==> config.mk <==
export PLATFORM = sky130hd
export DESIGN_NAME = rv32_alu_share_arb_flat
export DESIGN_NICKNAME = d
export VERILOG_FILES = /design/src/rtl/rv32_alu_share_arb_if.sv /design/src/rtl/rv32_alu_share_arb.sv /design/src/flat_wrapper.sv
export SDC_FILE = /design/constraint.sdc
export NUM_CORES = 1
export LEC_CHECK = 0
export ABC_AREA = 1
export ABC_CLOCK_PERIOD_IN_PS = 4800
export CAP_MARGIN = 20
export CORE_AREA = 2 2 139 141
export CTS_BUF_LIST = sky130_fd_sc_hd__clkbuf_8 sky130_fd_sc_hd__clkbuf_16
export DETAILED_ROUTE_END_ITERATION = 8
export DIE_AREA = 0 0 141 143
export PLACE_DENSITY_LB_ADDON = 0.1
export SETUP_SLACK_MARGIN = 0.1
export SYNTH_ARGS = -nofsm -noshare
export SYNTH_HDL_FRONTEND = slang
export SYNTH_SLANG_ARGS = --single-unit
==> constraint.sdc <==
create_clock -name clk -period 4.8 [get_ports clk]
set_clock_uncertainty 0.15 [all_clocks]
set_input_delay 0.72 -clock clk [delete_from_list [all_inputs] [get_ports clk]]
set_output_delay 0.72 -clock clk [all_outputs]
set_load 0.01 [all_outputs]
==> src/rtl/rv32_alu_share_arb_if.sv <==
// Request / ALU / response bundle for rv32_alu_share_arb.
// Signal suffixes are from the arbiter's point of view: the slave modport is
// the arbiter, the master modport is the surrounding issue/ALU logic.
// ALU operation encoding (4 bits): ADD=0 SUB=1 SLL=2 SLT=3 SLTU=4 XOR=5
// SRL=6 SRA=7 OR=8 AND=9.
interface rv32_alu_share_arb_if #(
    parameter int NUM_REQ = 2,
    parameter int TAG_W   = 4
);
    // Request side
    logic [NUM_REQ-1:0]             req_valid_i;
    logic [NUM_REQ-1:0]             req_ready_o;
    logic [NUM_REQ-1:0][31:0]       req_op1_i;
    logic [NUM_REQ-1:0][31:0]       req_op2_i;
    logic [NUM_REQ-1:0][3:0]        req_opsel_i;
    logic [NUM_REQ-1:0][TAG_W-1:0]  req_tag_i;

    // Shared ALU side
    logic [31:0]                    alu_op1_o;
    logic [31:0]                    alu_op2_o;
    logic [3:0]                     alu_opsel_o;
    logic [31:0]                    alu_result_i;

    // Response side
    logic [NUM_REQ-1:0]             rsp_valid_o;
    logic [NUM_REQ-1:0]             rsp_ready_i;
    logic [NUM_REQ-1:0][31:0]       rsp_result_o;
    logic [NUM_REQ-1:0][TAG_W-1:0]  rsp_tag_o;

    // Utilisation counter
    logic [31:0]                    busy_cycles_o;

    modport slave (
        input  req_valid_i, req_op1_i, req_op2_i, req_opsel_i, req_tag_i,
        input  alu_result_i, rsp_ready_i,
        output req_ready_o, alu_op1_o, alu_op2_o, alu_opsel_o,
        output rsp_valid_o, rsp_result_o, rsp_tag_o, busy_cycles_o
    );

    modport master (
        output req_valid_i, req_op1_i, req_op2_i, req_opsel_i, req_tag_i,
        output alu_result_i, rsp_ready_i,
        input  req_ready_o, alu_op1_o, alu_op2_o, alu_opsel_o,
        input  rsp_valid_o, rsp_result_o, rsp_tag_o, busy_cycles_o
    );
endinterface

==> src/rtl/rv32_alu_share_arb.sv <==
// Round-robin sharing of one combinational rv32_int_alu between NUM_REQ
// requesters. One grant per cycle; the winner's operands drive the ALU and
// the ALU result is captured into that requester's depth-1 response slot.
// NUM_REQ/TAG_W must match the parameters of the connected interface.
module rv32_alu_share_arb #(
    parameter int NUM_REQ = 2,
    parameter int TAG_W   = 4
) (
    input logic               clk,
    input logic               rst,
    rv32_alu_share_arb_if.slave bus
);
    localparam int PTR_W = (NUM_REQ > 1) ? $clog2(NUM_REQ) : 1;

    typedef enum logic [3:0] {
        ALU_OP_ADD  = 4'd0,
        ALU_OP_SUB  = 4'd1,
        ALU_OP_SLL  = 4'd2,
        ALU_OP_SLT  = 4'd3,
        ALU_OP_SLTU = 4'd4,
        ALU_OP_XOR  = 4'd5,
        ALU_OP_SRL  = 4'd6,
        ALU_OP_SRA  = 4'd7,
        ALU_OP_OR   = 4'd8,
        ALU_OP_AND  = 4'd9
    } int_alu_op_t;

    logic [PTR_W-1:0]               rr_ptr_q, rr_ptr_d;
    logic [NUM_REQ-1:0]             rsp_valid_q, rsp_valid_d;
    logic [NUM_REQ-1:0][31:0]       rsp_result_q, rsp_result_d;
    logic [NUM_REQ-1:0][TAG_W-1:0]  rsp_tag_q, rsp_tag_d;
    logic [31:0]                    busy_q, busy_d;

    logic [NUM_REQ-1:0]             eligible;
    logic                           grant_vld;
    logic [PTR_W-1:0]               grant_idx;

    // Eligibility and rotating first-eligible search starting at rr_ptr.
    always_comb begin
        int               idx;
        logic [PTR_W-1:0] cand;
        // NOTE: every variable gets a default before any conditional
        // assignment so no path leaves it unassigned and no latch is inferred.
        idx       = 0;
        cand      = '0;
        grant_vld = 1'b0;
        grant_idx = '0;
        // A full slot that is being drained this cycle may be refilled.
        eligible  = bus.req_valid_i & (~rsp_valid_q | bus.rsp_ready_i);
        for (int k = 0; k < NUM_REQ; k++) begin
            idx = int'(rr_ptr_q) + k;
            if (idx >= NUM_REQ) begin
                idx = idx - NUM_REQ;
            end
            cand = PTR_W'(idx);
            if (!grant_vld && eligible[cand]) begin
                grant_vld = 1'b1;
                grant_idx = cand;
            end
        end
        // No handshakes while the block is held in reset.
        if (rst) begin
            grant_vld = 1'b0;
        end
    end

    // Grant outputs: one-hot ready and ALU operand mux, parked at 0/ADD when idle.
    always_comb begin
        bus.req_ready_o = '0;
        bus.alu_op1_o   = '0;
        bus.alu_op2_o   = '0;
        bus.alu_opsel_o = ALU_OP_ADD;
        if (grant_vld) begin
            bus.req_ready_o[grant_idx] = 1'b1;
            bus.alu_op1_o              = bus.req_op1_i[grant_idx];
            bus.alu_op2_o              = bus.req_op2_i[grant_idx];
            bus.alu_opsel_o            = bus.req_opsel_i[grant_idx];
        end
    end

    // Next state: pointer advance, response slot load/drain, saturating counter.
    always_comb begin
        rr_ptr_d     = rr_ptr_q;
        rsp_valid_d  = rsp_valid_q;
        rsp_result_d = rsp_result_q;
        rsp_tag_d    = rsp_tag_q;
        busy_d       = busy_q;

        if (grant_vld) begin
            rr_ptr_d = (grant_idx == PTR_W'(NUM_REQ - 1)) ? '0 : grant_idx + PTR_W'(1);
            if (busy_q != '1) begin
                busy_d = busy_q + 32'd1;
            end
        end

        for (int i = 0; i < NUM_REQ; i++) begin
            if (grant_vld && (grant_idx == PTR_W'(i))) begin
                rsp_valid_d[i]  = 1'b1;
                rsp_result_d[i] = bus.alu_result_i;
                rsp_tag_d[i]    = bus.req_tag_i[i];
            end else if (bus.rsp_ready_i[i]) begin
                // Result and tag are left as they were; only the valid drops.
                rsp_valid_d[i] = 1'b0;
            end
        end
    end

    // State registers with asynchronous active-high reset.
    always_ff @(posedge clk or posedge rst) begin
        if (rst) begin
            // NOTE: the response slots are plain flops, not a RAM, so they are
            // cleared by reset; results and tags must read 0 after reset.
            rr_ptr_q     <= '0;
            rsp_valid_q  <= '0;
            rsp_result_q <= '0;
            rsp_tag_q    <= '0;
            busy_q       <= '0;
        end else begin
            // NOTE: non-blocking assignments so every flop samples the
            // pre-edge value of its inputs regardless of statement order.
            rr_ptr_q     <= rr_ptr_d;
            rsp_valid_q  <= rsp_valid_d;
            rsp_result_q <= rsp_result_d;
            rsp_tag_q    <= rsp_tag_d;
            busy_q       <= busy_d;
        end
    end

    assign bus.rsp_valid_o   = rsp_valid_q;
    assign bus.rsp_result_o  = rsp_result_q;
    assign bus.rsp_tag_o     = rsp_tag_q;
    assign bus.busy_cycles_o = busy_q;

endmodule

==> src/flat_wrapper.sv <==
// flat-port wrapper written by rule: the top's interface ports become plain ports
module rv32_alu_share_arb_flat 
#(
    parameter int NUM_REQ = 2,
    parameter int TAG_W   = 4
)
  (clk, rst, bus_req_valid_i, bus_req_op1_i, bus_req_op2_i, bus_req_opsel_i, bus_req_tag_i, bus_alu_result_i, bus_rsp_ready_i, bus_req_ready_o, bus_alu_op1_o, bus_alu_op2_o, bus_alu_opsel_o, bus_rsp_valid_o, bus_rsp_result_o, bus_rsp_tag_o, bus_busy_cycles_o);
  rv32_alu_share_arb_if #(.NUM_REQ(NUM_REQ), .TAG_W(TAG_W)) bus_i ();
  input logic clk;
  input logic rst;
  input wire logic [$bits(bus_i.req_valid_i)-1:0] bus_req_valid_i;
  input wire logic [$bits(bus_i.req_op1_i)-1:0] bus_req_op1_i;
  input wire logic [$bits(bus_i.req_op2_i)-1:0] bus_req_op2_i;
  input wire logic [$bits(bus_i.req_opsel_i)-1:0] bus_req_opsel_i;
  input wire logic [$bits(bus_i.req_tag_i)-1:0] bus_req_tag_i;
  input wire logic [$bits(bus_i.alu_result_i)-1:0] bus_alu_result_i;
  input wire logic [$bits(bus_i.rsp_ready_i)-1:0] bus_rsp_ready_i;
  output wire logic [$bits(bus_i.req_ready_o)-1:0] bus_req_ready_o;
  output wire logic [$bits(bus_i.alu_op1_o)-1:0] bus_alu_op1_o;
  output wire logic [$bits(bus_i.alu_op2_o)-1:0] bus_alu_op2_o;
  output wire logic [$bits(bus_i.alu_opsel_o)-1:0] bus_alu_opsel_o;
  output wire logic [$bits(bus_i.rsp_valid_o)-1:0] bus_rsp_valid_o;
  output wire logic [$bits(bus_i.rsp_result_o)-1:0] bus_rsp_result_o;
  output wire logic [$bits(bus_i.rsp_tag_o)-1:0] bus_rsp_tag_o;
  output wire logic [$bits(bus_i.busy_cycles_o)-1:0] bus_busy_cycles_o;
  assign bus_i.req_valid_i = bus_req_valid_i;
  assign bus_i.req_op1_i = bus_req_op1_i;
  assign bus_i.req_op2_i = bus_req_op2_i;
  assign bus_i.req_opsel_i = bus_req_opsel_i;
  assign bus_i.req_tag_i = bus_req_tag_i;
  assign bus_i.alu_result_i = bus_alu_result_i;
  assign bus_i.rsp_ready_i = bus_rsp_ready_i;
  assign bus_req_ready_o = bus_i.req_ready_o;
  assign bus_alu_op1_o = bus_i.alu_op1_o;
  assign bus_alu_op2_o = bus_i.alu_op2_o;
  assign bus_alu_opsel_o = bus_i.alu_opsel_o;
  assign bus_rsp_valid_o = bus_i.rsp_valid_o;
  assign bus_rsp_result_o = bus_i.rsp_result_o;
  assign bus_rsp_tag_o = bus_i.rsp_tag_o;
  assign bus_busy_cycles_o = bus_i.busy_cycles_o;
  rv32_alu_share_arb #(.NUM_REQ(NUM_REQ), .TAG_W(TAG_W)) u_core (.clk(clk), .rst(rst), .bus(bus_i));
endmodule
# Yosys cells after proc, flatten, opt, wreduce, memory -nomap -nowiden

Cells that the tools add are included.

Reductions and logical operators: 8
Add/sub/neg operators: 5
$lt $le $gt $ge: 6
Mux-type cells: 28
Bitwise logic cells: 4
Equal/unequal tests: 1

Operators by type and width:

| operator              | count |
|---|---|
| $mux 32               | 6 |
| $add 32x1->32 const B | 1 |
| $ne 32x32->1 const B  | 1 |
| $mux 1                | 17 |
| $mux 4                | 3 |
| $lt 1x2->1 const B    | 3 |
| $logic_and 1x1->1     | 4 |
| $reduce_bool 2->1     | 2 |
| $add 1x1->2 const B   | 1 |
| $and 2x2->2           | 1 |
| $ge 1x2->1 const B    | 1 |
| $ge 2x2->1 const B    | 1 |
| $mux 2                | 1 |
| $not 2->2             | 1 |
| $or 2x2->2            | 1 |
| $reduce_and 2->1      | 1 |
| $sub 1x1->1 const B   | 2 |
| $add 1x1->1 const B   | 1 |
| $demux 1 s1           | 1 |
| $ge 1x1->1 const B    | 1 |
| $logic_not 1->1       | 1 |
| $not 1->1             | 1 |

Output and inout port bits: 176
Logic and storage cells: 60
Bits of input ports: 182
Bits in registers: 107

# Longest topological paths before layout

Gate-level depths: netlist of run 1.

Word-level depth: 14
Mapped depth: 11
Gate-level depth less buffers: 10

# Worst setup path after synthesis of run 1

Ideal clock, no wire load.

Path type: in2out
Start point: input rst
End point: output bus_alu_op2_o[25]
Setup slack: -0.128 ns
Data arrival time: 4.058 ns
Buffers on the path: 1
Data required time: 3.930 ns
Cell stages on the path: 8
Cells stage by stage: inv_1 nand2_1 inv_2 nand2_1 inv_2 buf_2 nand2_1 nand2_1

Cells in the longest elaborated chain, start to end: 2

Ends and longest elaborated chain:

| what        | RTL line                 | RTL |
|---|---|---|
| from (decl) | flat_wrapper.sv:10       | `input logic rst;` |
| $mux 1      | rv32_alu_share_arb.sv:62 | `if (rst) begin` |
| $mux 32     | rv32_alu_share_arb.sv:73 | `if (grant_vld) begin` |
| to (decl)   | flat_wrapper.sv:20       | `output wire logic [$bits(bus_i.alu_op2_o)-1:0] bus_alu_op2_o;` |

Every way passes these cells.

# Worst setup path after layout of run 1

Start point: input bus_rsp_ready_i[1]
End point: output bus_alu_op2_o[6]

Cells in the longest elaborated chain, start to end: 11
Elaborated cells between the ends (all ways): 16
Those cells by class: mux (12); bitwise (2); reduce/logical (2)

Ends and longest elaborated chain:

| what                                        | RTL line                 | RTL |
|---|---|---|
| from (decl)                                 | flat_wrapper.sv:17       | `input wire logic [$bits(bus_i.rsp_ready_i)-1:0] bus_rsp_ready_i;` |
| $or 2x2->2 *                                | rv32_alu_share_arb.sv:49 | `eligible = bus.req_valid_i & (~rsp_valid_q \| bus.rsp_ready_i);` |
| $and 2x2->2 *                               | rv32_alu_share_arb.sv:49 |  |
| $mux 1 (not written as such) (2 in series)  | rv32_alu_share_arb.sv:56 | `if (!grant_vld && eligible[cand]) begin` |
| $mux 1                                      | rv32_alu_share_arb.sv:56 |  |
| $logic_not 1->1                             | rv32_alu_share_arb.sv:56 |  |
| $logic_and 1x1->1                           | rv32_alu_share_arb.sv:56 |  |
| $mux 1                                      | rv32_alu_share_arb.sv:56 |  |
| $mux 32 (not written as such) (2 in series) | rv32_alu_share_arb.sv:76 | `bus.alu_op2_o = bus.req_op2_i[grant_idx];` |
| $mux 32 *                                   | rv32_alu_share_arb.sv:73 |  |

Mark *: on every way between the ends. The rest lies on a longest branch, timed or not. The select of a mux whose other input is x is not followed.

==> qor.yml, run 1 <==
p_int_mw: 2.04
pwr_density_cell_nw_per_um2: 302
worstPathRequired_ps: 3930
ir_worst_vdd_mv: 0.136
syn_nets: 1043
cpPeakStageDelay_ps: 560
htree_levels: 3
cts_inserted_buffers: 9
swShare_pct: 31.7
slowest_stage: "clkdlybuf4s50_1"
dp_hpwl_um: 17900
fin_hold_ws_ps: 331
clkSlewWorstSetupHoldPaths_ps: 70
placed_area_sq_um: 9610
fmax_mhz: 252
clk_latency_ps: 350
drc: 0
path_depth: 11
cts.path.max_buffers: 2
syn_avg_cell_area_sq_um: 6.82
coreArea_sq_um: 18600
dp.cells: 1425
status: "complete, no violations"
crit_buf_inv: 5
critPathCapture: "bus_alu_op2_o[6]"
die_area_sq_um: 20200
holdCritStartpoint: "u_core.bus.rsp_tag_o[1]"
synth-compound-area-share_pct: 6.23
hp-class: "reg2reg"
finalSetupTns_ps: 0
worst_slew_pin_slew_ps: 782
yosysWarnings: 0
grt_remaining_overflow: 0
dr.pass1.iters: 6
wl_per_cell_um: 15.7
die_w_um: 141
cts.sinks: 107
rrSetupSlack_ps: 2510
critical_path_arrival_ps: 3100
cts_resized: 0
synth_top_family_by_area: "simple AND/OR/NAND/NOR gates"
routabilityCongestion: 0.854
cts_root_buf: "clkbuf_16"
rsz0062_at_grt: "no"
drv_slew: 0
critPathMaxFanout: 31
grt_pass1_vias: 6387
ys_seq_area_share_pct: 45.7
drv_cap: 0
worstPathCellList: "clkdlybuf4s50_1 -> o21ai_1 -> nand2_1 -> nand2_1 -> inv_2 -> nand2_2 -> inv_2 -> buf_4 -> nand2_1 -> nand2_1 -> clkdlybuf4s50_1"
start_util_pct: 31.6
drtIter0Drc: 371
synthesis.instances: 860
synth_seq_cells: 107
timing.rr.start: "u_core.bus.rsp_valid_o[0]"
routed_wl_um: 22700
num_rows: 50
rr_endpoint: "u_core.bus.rsp_result_o[50]"
grt_pass1_wl_um: 34700
vias_per_cell: 4.50
layout-drive-gt1-share_pct: 4.14
final_cells: 1444
slew_headroom_pct: 47.9
final_cell_mix: "nand2_1, clkdlybuf4s50_1, dfrtp_1"
period_minus_slack_ps: 3970
antenna_found_initial: 2
power.leakage_nw: 4.65
cts_hold_buf: 0
synth.distinct_cells: 24
criticalPathCategory: "in2out"
rr_worst_depth: 10
fin_area_sq_um: 9930
layout_commonest_cell: "nand2_1"
post_cts_buffers: 0
die_y_um: 143
finalSetupViolations: 0
worst_setup_path_end_kind: "output pin"
yosys.area_share.simple_pct: 38.4
postRouteAntennaNets: 0
muxShareOfSynthArea_pct: 0
portBuffers: 357
cts_tree: "built"
synth_xor_area_share_pct: 1.94
grt_max_degree: 71
dr_total_vias: 6496
grt_usage_pct: 22.5
nets: 1386
finalCritPeriodShare_pct: 82.7
clkPwrFrac_pct: 24.8
crit_path_frequent_cell: "nand2_1"
synth-adder-area-share_pct: 0.213
cp_top_family: "buffers and inverters"
final.fill_count: 1834
seqPwrFrac_pct: 39.1
startpoint_type: "primary input"
utilization_pct: 53.4
power.switching_uw: 951
hold_viol_final: 0
combPwrFrac_pct: 36.1
layout-area-overhead-vs-synth_pct: 69.3
synth_area_sq_um: 5860
pin_count: 358
startpoint: "bus_rsp_ready_i[1]"
worst min-delay path, stage by stage (launching register included):
cell	delay, ps
dfrtp_1	340
nand2_1	60
nand2_1	50
registers in the layout, indices dropped and copies added, names as in the netlist:
register and cells:
u_core.rr_ptr_q 1, u_core.bus.rsp_valid_o 2, u_core.bus.busy_cycles_o 32, u_core.bus.rsp_tag_o 8, u_core.bus.rsp_result_o 64
routing by layer:
metal / vias to the layer above / GRT usage [%] / share of wire [%]
li1: 3293 / - / -
met1: 2941 / 24.7 / 38
met2: 223 / 41.4 / 53
met3: 39 / 5.47 / 5.9
met4: 0 / 9.42 / 3.1
met5: - / 0 / 0
cell families (layout without fill, tap and decap cells):
| family | after synthesis | in the layout |
|---|---|---|
| XOR/XNOR | 13 | 13 |
| buffers and inverters | 99 | 447 |
| other | 0 | 2 |
| flip-flops | 107 | 107 |
| AO/OA/AOI/OAI | 73 | 73 |
| AND/OR/NAND/NOR | 567 | 567 |
| adder cells (fa/ha/maj) | 1 | 1 |
how the worst min path moves through the flow:
| stage | endpoint | cells after the start |
|---|---|---|
| 6_report | u_core.bus.rsp_tag_o[1] | 2 |
| 5_1_grt | u_core.bus.rsp_tag_o[4] | 2 |
| 4_1_cts | u_core.bus.rsp_tag_o[1] | 2 |
| 3_5_place_dp | u_core.bus.rsp_tag_o[1] | 2 |
| 3_3_place_gp | u_core.bus.rsp_tag_o[4] | 2 |
| 2_1_floorplan | u_core.rr_ptr_q | 2 |
stage by stage:
stage / setup WS (ps) / total power [mW]
CTS: 769 / 3.04
global placement: 808 / 2.27
global route: 579 / 3.18
floorplan: 704 / 1.58
finish: 832 / 2.99
detailed placement: 780 / 2.28
cells in the mapped netlist, drive strengths merged:
library cell    n  area (sq um)
buf            26           165
clkbuf          8          30.0
dfrtp         107          2680
ha              1          12.5
inv            65           249
nand2         490          1900
nand3          20           100
nand4           1          6.26
nor2           55           240
o21ai          73           365
or2             1          6.26
xnor2           6          52.6
xor2            7          61.3
cell type report:
class / count / area, sq um / share of cell area, %
multi-input combinational: 654 / 2750 / 27.7
tap: 234 / 293 / 2.95
antenna: 2 / 5.00 / 0.0504
inverter: 65 / 253 / 2.55
timing repair buffer: 366 / 3650 / 36.8
sequential: 107 / 2680 / 27.0
clock inverter: 6 / 56.3 / 0.567
clock buffer: 10 / 239 / 2.41
power by group through the flow:
stage	registers [mW]	logic, mW	clock network (mW)
4_1_cts	1.17	1.10	0.770
6_report	1.17	1.08	0.743
3_3_place_gp	1.18	1.09	0
2_1_floorplan	1.26	0.325	0
5_1_grt	1.20	1.17	0.807
3_5_place_dp	1.19	1.09	0
No activity file was read; power rests on OpenSTA's default activity.
==> run 2: changes to the inputs <==
--- a/config.mk
+++ b/config.mk
@@ -6,7 +6,7 @@
 export NUM_CORES = 1
 export LEC_CHECK = 0
 export ABC_AREA = 1
-export ABC_CLOCK_PERIOD_IN_PS = 4800
+export ABC_CLOCK_PERIOD_IN_PS = 3800
 export CAP_MARGIN = 20
 export CORE_AREA = 2 2 139 141
 export CTS_BUF_LIST = sky130_fd_sc_hd__clkbuf_8 sky130_fd_sc_hd__clkbuf_16
==> constraint.sdc (replaced) <==
create_clock -name clk -period 3.8 [get_ports clk]
set_clock_uncertainty 0.15 [all_clocks]
set_input_delay 0.57 -clock clk [delete_from_list [all_inputs] [get_ports clk]]
set_output_delay 0.57 -clock clk [all_outputs]
set_load 0.01 [all_outputs]
==> run 2 against run 1 <==
Effect of this change:
- critical path depth did not move
- combinational power grew 27%
- clock power rose by 25%
- register-to-register slack got worse by 870 ps
- non-clock buffer count shrank 1
- setup slack worse by 430 ps
- flip-flop and latch count is the same
- highest routed layer unchanged
==> qor.yml, run 2 (synthesis results as in run 1) <==
status: "complete, no violations"
cts_resized: 0  # unchanged
start_util_pct: 31.6  # unchanged
vias_per_cell: 4.42  # -1.8%
multi_input_area_sq_um: 2750  # unchanged
top_layer_used: "met4"
hp-class: "reg2reg"
wl_met2_um: 12300  # +2.0%
final_cell_mix: "nand2_1, clkdlybuf4s50_1, dfrtp_1"
clk_latency_ps: 350  # about the same
min_delay_path_depth: 2  # unchanged
pin_count: 358  # unchanged
fin_ws_ps: 397  # -435 ps
layout_commonest_cell: "nand2_1"
ir_worst_vdd_mv: 0.167  # +23%
rr_worst_depth: 10  # unchanged
hold_viol_final: 0  # unchanged
path_depth: 11  # unchanged
cts_root_buf: "clkbuf_16"
register_area_sq_um: 2680  # unchanged
power.switching_mw: 1.21  # +28%
drc: 0  # unchanged
worst_slew_pin_slew_ps: 793  # +11.5 ps
worst_setup_path_end_kind: "output pin"
utilization_pct: 53.5  # +0.054 points
die_area_sq_um: 20200  # unchanged
power_mw: 3.78  # +26%
fmax_mhz: 294
clkSlewWorstSetupHoldPaths_ps: 80  # about the same
grt_usage_pct: 22.0  # -0.41 points
cts.sinks: 107  # unchanged
layout-area-overhead-vs-synth_pct: 69.5
grt_pass1_vias: 6292  # -1.5%
postRouteAntennaNets: 0  # unchanged
wl_met1_um: 8340  # -2.5%
slew_headroom_pct: 47.1  # -0.77 points
grt_max_degree: 74  # +4.2%
largest_reg_flops: 64  # unchanged
crit_buf_inv: 5  # unchanged
cp_top_family: "buffers and inverters"
routabilityCongestion: 0.832  # -2.5%
coreArea_sq_um: 18600  # unchanged
wl_per_cell_um: 15.7  # about the same
layout-drive-gt1-share_pct: 3.98  # -0.16 points
cts.path.max_buffers: 2  # unchanged
post_cts_buffers: 0  # unchanged
drv_cap: 0  # unchanged
finalSetupTns_ps: 0  # unchanged
nets: 1385  # -0.072%
die_w_um: 141  # unchanged
placed_area_sq_um: 9650  # +0.39%
seqPwrFrac_pct: 39.2  # about the same
antenna_found_initial: 2  # unchanged
finalCritPeriodShare_pct: 89.6
htree_levels: 3  # unchanged
cpPeakStageDelay_ps: 600  # +40 ps
combPwrFrac_pct: 36.3  # +0.2 points
fin_area_sq_um: 9940  # +0.10%
crit_path_frequent_cell: "nand2_1"
period_minus_slack_ps: 3400
power.leakage_nw: 4.65  # about the same
grt_pass1_wl_um: 34100  # -1.8%
slowest_stage: "clkdlybuf4s50_1"
final.fill_count: 1840  # +0.33%
place_ws_ps: 376  # -404 ps
dp_hpwl_um: 18000  # +0.40%
dr.pass1.iters: 5  # -1
num_rows: 50  # unchanged
worstPathCellList: "clkdlybuf4s50_1 -> o21ai_1 -> nand2_1 -> nand2_1 -> inv_2 -> nand2_2 -> inv_2 -> buf_12 -> nand2_1 -> nand2_1 -> clkdlybuf4s50_1"
cts_inserted_buffers: 9  # unchanged
drtIter0Drc: 238  # -36%
drv_slew: 0  # unchanged
criticalPathCategory: "in2out"
critPathMaxFanout: 73  # +140%
portBuffers: 357  # unchanged
cts_tree: "built"
critical_path_arrival_ps: 2680  # -420 ps
dr_wl_met3_um: 1230  # -8.2%
cts_hold_buf: 0  # unchanged
swShare_pct: 32.1  # +0.37 points
dr_total_vias: 6372  # -1.9%
clkPwrFrac_pct: 24.5  # -0.3 points
p_int_mw: 2.57  # +26%
grt_remaining_overflow: 0  # unchanged
startpoint_type: "primary input"
finalSetupViolations: 0  # unchanged
routed_wl_um: 22600  # -0.12%
die_y_um: 143  # unchanged
pwr_density_cell_nw_per_um2: 380  # +26%
worstPathRequired_ps: 3080  # -850 ps
rsz0062_at_grt: "no"
==> run 2: power groups by stage <==
stage	clock network (mW)	logic [mW]	registers [mW]
finish	0.927	1.37	1.48
global route	1.00	1.48	1.51
CTS	0.955	1.39	1.48
detailed placement	0	1.39	1.50
global placement	0	1.38	1.50
floorplan	0	0.411	1.59
==> run 2: worst reg2reg max path: stages, from the launching register on <==
cell and delay (ps):
dfrtp_1 460, ha_1 270, inv_1 110, nor2_4 220, nand2_4 100, nor2_8 150, nand2_4 90, nand2_8 190
inv_6 170, nand2_1 120, nand2_1 50
==> run 2: worst paths after layout <==
| check | start | to | slack [ps] |
|---|---|---|---|
| max in group asynchronous | rst | u_core.bus.rsp_result_o[25] | 1530 |
| max reg2reg | u_core.bus.busy_cycles_o[0] | u_core.bus.busy_cycles_o[27] | 1640 |
| min reg2reg | u_core.bus.rsp_tag_o[4] | u_core.bus.rsp_tag_o[4] | 330 |
| min | u_core.bus.rsp_tag_o[4] | u_core.bus.rsp_tag_o[4] | 330 |
| min in group asynchronous | rst | u_core.bus.busy_cycles_o[25] | 690 |
| max | bus_rsp_ready_i[1] | bus_alu_op2_o[16] | 400 |
==> run 2: per-layer routing <==
metal | GRT usage (%) | up-vias
li1 | - | 3288
met3 | 5.20 | 35
met4 | 9.68 | 0
met5 | 0 | -
met2 | 41.7 | 193
met1 | 23.3 | 2856
==> run 2: final cells by class <==
cell class	count	area share, %
Antenna cell	2	0.0504
Clock buffer	9	2.27
Clock inverter	7	0.629
Inverter	65	2.54
Multi-Input combinational cell	654	27.7
Sequential cell	107	26.9
Tap cell	234	2.95
Timing Repair Buffer	365	36.9
==> run 2: per-stage QoR <==
stage / hold slack, ps / std cells
floorplan: 355 / 860
global placement: 304 / 1425
detailed placement: 312 / 1425
CTS: 332 / 1441
global route: 364 / 1443
finish: 329 / 1443
